### src/rtl/fetch_queue_pkg.sv
// fetch_queue_pkg: shared constants and entry type for the fetch/decode queue.
`default_nettype none

package fetch_queue_pkg;

  localparam int          c_fq_depth = 8;
  localparam int          c_entry_w  = 64;
  localparam logic [31:0] c_mips_nop = 32'h0;

  typedef struct packed {
    logic [31:0] instr;
    logic [31:0] pcplus4;
  } fq_entry_t;

endpackage

`default_nettype wire

### src/rtl/fq_ram.sv
// fq_ram: DEPTH x 64 entry storage, two write ports, two combinational read ports.
`default_nettype none

module fq_ram
  import fetch_queue_pkg::*;
#(
  parameter int DEPTH = c_fq_depth
) (
  input  logic                     clk,
  input  logic                     we0_i,
  input  logic [$clog2(DEPTH)-1:0] waddr0_i,
  input  fq_entry_t                wdata0_i,
  input  logic                     we1_i,
  input  logic [$clog2(DEPTH)-1:0] waddr1_i,
  input  fq_entry_t                wdata1_i,
  input  logic [$clog2(DEPTH)-1:0] raddr0_i,
  input  logic [$clog2(DEPTH)-1:0] raddr1_i,
  output fq_entry_t                rdata0_o,
  output fq_entry_t                rdata1_o
);

  fq_entry_t mem_q [DEPTH];

  // The two write addresses are always consecutive, so they never collide.
  always_ff @(posedge clk) begin
    if (we0_i) mem_q[waddr0_i] <= wdata0_i;
    if (we1_i) mem_q[waddr1_i] <= wdata1_i;
  end

  assign rdata0_o = mem_q[raddr0_i];
  assign rdata1_o = mem_q[raddr1_i];

endmodule

`default_nettype wire

### src/rtl/fetch_queue.sv
// fetch_queue: dual-issue instruction queue between fetch and decode.
// Optional FETCH_QUEUE_STATS_EN adds the stallcnt output.
`default_nettype none

module fetch_queue
  import fetch_queue_pkg::*;
#(
  parameter int DEPTH = c_fq_depth
) (
  input  logic                   clk,
  input  logic                   reset,
  input  logic                   validf,
  input  logic                   singlef,
  input  logic [31:0]            instrf,
  input  logic [31:0]            instrf2,
  input  logic [31:0]            pcplus4f,
  output logic                   readyf,
  input  logic [1:0]             taked,
  input  logic                   flushd,
  output logic [31:0]            instrd,
  output logic [31:0]            instrd2,
  output logic [31:0]            pcplus4d,
  output logic [31:0]            pcplus4d2,
  output logic                   validd,
  output logic                   validd2,
`ifdef FETCH_QUEUE_STATS_EN
  output logic [31:0]            stallcnt,
`endif
  output logic [$clog2(DEPTH):0] count
);

  localparam int AW = $clog2(DEPTH);
  localparam int CW = AW + 1;

  logic [AW-1:0] wptr_q, wptr_d, rptr_q, rptr_d;
  logic [CW-1:0] count_q, count_d;
  logic          w_enq;
  logic [CW-1:0] w_enq_n, w_deq_n, w_taked;
  fq_entry_t     w_wdata0, w_wdata1, w_rdata0, w_rdata1;

  assign readyf  = ((CW'(DEPTH) - count_q) >= CW'(2)) && !reset;
  assign w_enq   = validf && readyf && !flushd;
  assign w_enq_n = w_enq ? (singlef ? CW'(1) : CW'(2)) : CW'(0);
  // Decode may ask for more than is queued; clip to occupancy.
  assign w_taked = CW'(taked);
  assign w_deq_n = (w_taked > count_q) ? count_q : w_taked;

  always_comb begin
    count_d = count_q + w_enq_n - w_deq_n;
    wptr_d  = wptr_q + AW'(w_enq_n);
    rptr_d  = rptr_q + AW'(w_deq_n);
    if (flushd) begin
      count_d = '0;
      wptr_d  = '0;
      rptr_d  = '0;
    end
  end

  always_ff @(posedge clk) begin
    if (reset) begin
      count_q <= '0;
      wptr_q  <= '0;
      rptr_q  <= '0;
    end else begin
      count_q <= count_d;
      wptr_q  <= wptr_d;
      rptr_q  <= rptr_d;
    end
  end

  assign w_wdata0 = '{instr: instrf,  pcplus4: pcplus4f};
  assign w_wdata1 = '{instr: instrf2, pcplus4: pcplus4f + 32'd4};

  fq_ram #(.DEPTH(DEPTH)) u_ram (
    .clk      (clk),
    .we0_i    (w_enq),
    .waddr0_i (wptr_q),
    .wdata0_i (w_wdata0),
    .we1_i    (w_enq && !singlef),
    .waddr1_i (wptr_q + AW'(1)),
    .wdata1_i (w_wdata1),
    .raddr0_i (rptr_q),
    .raddr1_i (rptr_q + AW'(1)),
    .rdata0_o (w_rdata0),
    .rdata1_o (w_rdata1)
  );

  // Storage is never reset, so empty slots must be masked to a nop.
  assign validd    = !reset && (count_q >= CW'(1));
  assign validd2   = !reset && (count_q >= CW'(2));
  assign instrd    = validd  ? w_rdata0.instr   : c_mips_nop;
  assign pcplus4d  = validd  ? w_rdata0.pcplus4 : 32'h0;
  assign instrd2   = validd2 ? w_rdata1.instr   : c_mips_nop;
  assign pcplus4d2 = validd2 ? w_rdata1.pcplus4 : 32'h0;
  assign count     = reset ? '0 : count_q;

`ifdef FETCH_QUEUE_STATS_EN
  logic [31:0] stallcnt_q;

  always_ff @(posedge clk) begin
    if (reset) begin
      stallcnt_q <= '0;
    end else if (validf && !readyf && (stallcnt_q != 32'hFFFF_FFFF)) begin
      stallcnt_q <= stallcnt_q + 32'd1;
    end
  end

  assign stallcnt = stallcnt_q;
`endif

endmodule

`default_nettype wire

### config.mk
export PLATFORM = sky130hd
export DESIGN_NAME = fetch_queue
export DESIGN_NICKNAME = d
export VERILOG_FILES = /design/src/rtl/fetch_queue_pkg.sv /design/src/rtl/fq_ram.sv /design/src/rtl/fetch_queue.sv
export SDC_FILE = /design/constraint.sdc
export NUM_CORES = 1
export LEC_CHECK = 0
export BUFFER_PORTS_ARGS = -buffer_cell sky130_fd_sc_hd__buf_2
export CORE_AREA = 2 2 506 257
export CTS_CLUSTER_DIAMETER = 120
export DETAILED_ROUTE_END_ITERATION = 12
export DIE_AREA = 0 0 508 259
export GPL_TIMING_DRIVEN = 1
export SYNTH_ARGS = -nofsm -noshare
export SYNTH_HDL_FRONTEND = slang
export SYNTH_SLANG_ARGS = --single-unit
### constraint.sdc
create_clock -name clk -period 9.87 [get_ports clk]
set_input_delay 1.4805 -clock clk [delete_from_list [all_inputs] [get_ports clk]]
set_output_delay 1.4805 -clock clk [all_outputs]
set_load 0.02 [all_outputs]
Word level (Yosys, flattened, before mapping)
Memories as Yosys holds them, arrays and structs flattened. A register that Yosys moved wholly into a read port is not among the register bits.
Cells that the tools add are included.
Storage, ports and cells
  logic and storage cells: 39
  bits in registers: 10
  bits of input ports: 103
  output and inout bits: 135
  memory bits (writable): 512
  memories: 1
Memories
  u_ram.mem_q: depth 8, bits a word 64, read ports 2, clocked after memory_dff 1, write ports 2, RTL line fq_ram.sv:22  | fq_entry_t mem_q [DEPTH];
Cells by class
  $lt $le $gt $ge: 4
  add/subtract/negate cells: 8
  reduce and logical (&&, ||, !) cells: 10
  multiplexer cells: 13
Operators with widths (count)
  $mux W32: 4
  $add A32 B3 Y32 const B: 1
  $ge A4 B2 Y1 const B: 2
  $mux W4: 2
  $add A3 B1 Y3 const B: 2
  $logic_and A1 B1 Y1: 6
  $add A4 B2 Y4: 1
  $ge A4 B1 Y1 const B: 1
  $gt A2 B4 Y1: 1
  $mux W1: 4
  $mux W2: 2
  $sub A4 B4 Y4: 1
  $sub A4 B4 Y4 const A: 1
  $add A3 B2 Y3: 1
  $add A3 B3 Y3: 1
  $logic_not A1 Y1: 3
  $mux W3: 1
  $reduce_or A2 Y1: 1

Depth between registers and ports, before layout
  word-level depth: 8
  gate-level depth with buffers: 14
  mapped depth without buffers: 13

Hierarchy
A second synthesis with hierarchy kept.
Second synthesis, totals
  cells, all modules: 1881
  area total of the unflattened synthesis: 31581.5 um2
Modules (own cells, without submodules)
  fq_ram: seq. area each 15374.7 um2, instances 1, cells each 1557, area an instance 29309.4 um2
  fetch_queue: seq. area each 200.2 um2, instances 1, cells each 324, area an instance 2272.2 um2

Worst setup path after synthesis
Ideal clock, no wire load.
  path kind: in2reg
  from: in reset
  to: mem u_ram.mem_q[0][0] in the netlist's numbering, enable pin
  buffers on the path: 1
  required time: 9209 ps
  arrival time: 8506 ps
  path slack: 703 ps
  stages on the path: 4
  cell sequence: buf_6 -> nor2_1 -> nand3_1 -> o41ai_1
RTL lines
  start: declaration: RTL line fetch_queue.sv:11  | input logic reset,
  end: declaration: RTL line fq_ram.sv:22

==> impl_metrics.sql <==
INSERT INTO impl_metrics (metric_group, metric, value, unit) VALUES
('die', 'num_rows', '93', ''),
('logic_synthesis', 'avgSynthCellArea', '11.2', 'sq um'),
('logic_synthesis', 'post_synth_most_frequent_cells', 'nand2_1 (1063), edfxtp_1 (512), mux4_2 (256)', ''),
('sta', 'timing.fmax', '0.159', 'GHz'),
('logic_synthesis', 'syn_nets', '2937', ''),
('logic_synthesis', 'synthesis.area', '31600', 'sq um'),
('layout', 'nNetsFinal', '2996', ''),
('die', 'design.die.area', '132000', 'sq um'),
('clock_tree', 'clk_root_buffer_cell', 'clkbuf_16', ''),
('sta', 'skew', '0.0342', 'ns'),
('logic_synthesis', 'synth_enable_flop_cells', '512', ''),
('power', 'leakagePower', '0.0127', 'uW'),
('setup_path', 'cp-start-kind', 'register', ''),
('placed_design', 'numPortBuffers', '237', ''),
('route', 'post-route-drc-count', '0', ''),
('setup_path', 'cell_by_cell_trace_of_the_critical_path', 'buf_4, buf_4, mux4_2, mux2i_1, nor2_1, buf_2', ''),
('setup_path', 'worst-path-buf-inv', '3', ''),
('logic_synthesis', 'asyncSetResetFlopFracSynth', '0', ''),
('setup_path', 'path_class', 'reg -> out', ''),
('route', 'dr_total_vias', '23300', ''),
('grt', 'first_global_vias', '21800', ''),
('logic_synthesis', 'number_of_register_bits_inferred_by_synthesis', '522', ''),
('setup_path', 'critical-path-top-cell-by-count', 'buf_4', ''),
('worst_hold_path', 'path_type_of_the_worst_min_delay_path', 'reg -> reg', ''),
('route', 'dr.first_iter.drc_count', '3011', ''),
('clock_tree', 'clk_sinks', '522', ''),
('setup_path', 'critical_path.reg2reg.startpoint', 'wptr_q[0]$_SDFF_PP0_', ''),
('power', 'power.ir.vdd_worst', '0.160', 'mV'),
('route', 'drt.antenna.violating_nets', '0', ''),
('layout', 'num-fill-cells', '13000', ''),
('sta', 'finalCriticalPeriod', '6.30', 'ns'),
('die', 'floorplan.initialDensity', '0.248', ''),
('route', 'avgRoutedWirePerCell', '25.4', 'um'),
('layout', 'post_layout_nonfiller_instances', '4630', ''),
('placed_design', 'place_hpwl', '75.1', 'mm'),
('grt', 'track_usage', '0.174', ''),
('grt', 'maximum_number_of_pins_on_one_net_before_global_route_repair', '69', ''),
('logic_synthesis', 'synth_cells', '2812', ''),
('sta', 'rsz0062_at_grt', 'no', ''),
('sta', 'drv_slew', '0', ''),
('logic_synthesis', 'synthesis.yosys.warnings', '0', ''),
('logic_synthesis', 'ys_dominant_reg_cell', 'edfxtp_1', ''),
('route', 'detail_route.wirelength', '117', 'mm'),
('sta', 'worst-slew-pin-transition', '1.14', 'ns'),
('clock_tree', 'postCtsSetupRepairBufs', '0', ''),
('clock_tree', 'tritoncts', 'yes', ''),
('grt', 'grt_remaining_overflow', '0', ''),
('die', 'die_x', '508', 'um'),
('power', 'power_density', '199', 'nW/um^2'),
('logic_synthesis', 'yosysSeqAreaShare', '0.493', ''),
('logic_synthesis', 'synth_mux_area_frac', '0.203', ''),
('die', 'placeableCoreArea', '127000', 'sq um'),
('grt', 'grt_pass1_wl', '165', 'mm'),
('logic_synthesis', 'synth_fa_ha_area_frac', '0.00943', ''),
('flow_run', 'max_cap_violations', '0', ''),
('clock_tree', 'cts_hold_repair_buffers', '0', ''),
('sta', 'finalSetupTns', '0', 'ns'),
('logic_synthesis', 'synth.largest_area_cell', 'edfxtp_1', ''),
('setup_path', 'critical_path_arrival', '4.82', 'ns'),
('setup_path', 'crit_start', 'rptr_q[0]$_SDFF_PP0_', ''),
('worst_hold_path', 'hp-start', 'count_q[0]$_SDFF_PP0_', ''),
('logic_synthesis', 'synth_compound_gate_area_share', '0.0178', ''),
('status', 'result_of_the_run', 'finished clean', ''),
('logic_synthesis', 'combinational_family_with_the_most_area_after_synthesis', 'multiplexers', ''),
('die', 'die_extent_in_y', '259', 'um'),
('clock_tree', 'htree_levels', '2', ''),
('layout', 'drive_above_1_share', '0.230', ''),
('power', 'total_power', '7140', 'uW'),
('logic_synthesis', 'post-synth-top-area-fraction', '0.487', ''),
('clock_tree', 'worst_setup_hold_path_clk_slew', '0.06', 'ns'),
('setup_path', 'worstSetupEndpointType', 'output port', '');
## per-layer routing
metal,share of wire,vias to the layer above,GRT usage
li1,-,9963,-
met1,0.43,11700,0.256
met2,0.42,1445,0.251
met3,0.12,160,0.0532
met4,0.017,20,0.0306
met5,0.0011,-,0
## report_power, final
| part | switching (uW) | total, uW | internal, uW |
|---|---|---|---|
| clock network | 935 | 2080 | 1140 |
| registers | 86.1 | 2590 | 2500 |
| logic | 1540 | 2470 | 936 |
| total | 2560 | 7140 | 4580 |
## through the flow
stage	utilization	instance area (sq um)	hold WS [ns]	worst slack, ns
detailed placement	0.269	34200	0.727	4.25
CTS	0.282	35900	0.747	3.55
global route	0.282	35900	0.794	3.20
finish	0.282	35900	0.753	3.57
floorplan	-	31600	0.578	0.703
global placement	0.269	34200	0.718	4.31
## cells by family after synthesis
group,count (synthesis)
fa+ha+maj,22
xor+xnor,222
simple gates,1326
mux,320
flops,522
buf+inv,293
compound gates,107
## state kept, by name, summed over array words and instances, names as in the netlist
register,flops
wptr_q,3
count_q,4
rptr_q,3
u_ram.mem_q,512
## worst paths after layout
path,to,slack (ns),cells after the start
max,pcplus4d[3],3.57,6
min,count_q[0]$_SDFF_PP0_,0.75,2
max reg2reg,u_ram.mem_q[0][59]$_DFFE_PP_,5.66,5
min reg2reg,count_q[0]$_SDFF_PP0_,0.75,2
## worst register-to-register path, stage by stage (launching register included)
cell,delay [ns]
dfxtp_1,0.75
ha_1,0.43
nor3b_1,0.63
nand3_4,0.84
o41ai_2,0.30
buf_4,0.77
## cell usage in the layout (no fill, tap or decap), types with 9 or more instances in the layout
cell type | synthesis | final
xor2_1 | 97 | 96
nor2_4 | 9 | 9
clkbuf_1 | 115 | 11
buf_2 | 67 | 237
nand4_1 | 16 | 16
clkbuf_16 | 0 | 51
o21ai_0 | 32 | 29
mux2i_1 | 64 | 64
mux4_2 | 256 | 256
and3_1 | 14 | 14
nand2_1 | 1063 | 1063
nor4_1 | 11 | 11
clkinv_2 | 0 | 13
nor2_1 | 155 | 155
diode_2 | 0 | 10
inv_1 | 14 | 14
nand3_1 | 15 | 9
xnor2_1 | 124 | 123
a21oi_1 | 65 | 65
buf_4 | 36 | 47
edfxtp_1 | 512 | 512
ha_1 | 19 | 18
## cell type report
class	instances	area [sq um]	share of cell area
sequential	522	15600	0.434
multi-input combinational	1997	14900	0.414
clock inverter	30	369	0.0103
antenna	10	25.0	0.000697
clock buffer	62	1320	0.0367
timing repair buffer	285	1560	0.0434
tap	1710	2140	0.0596
inverter	14	52.6	0.00146
Power figures use the tool's default switching activity.
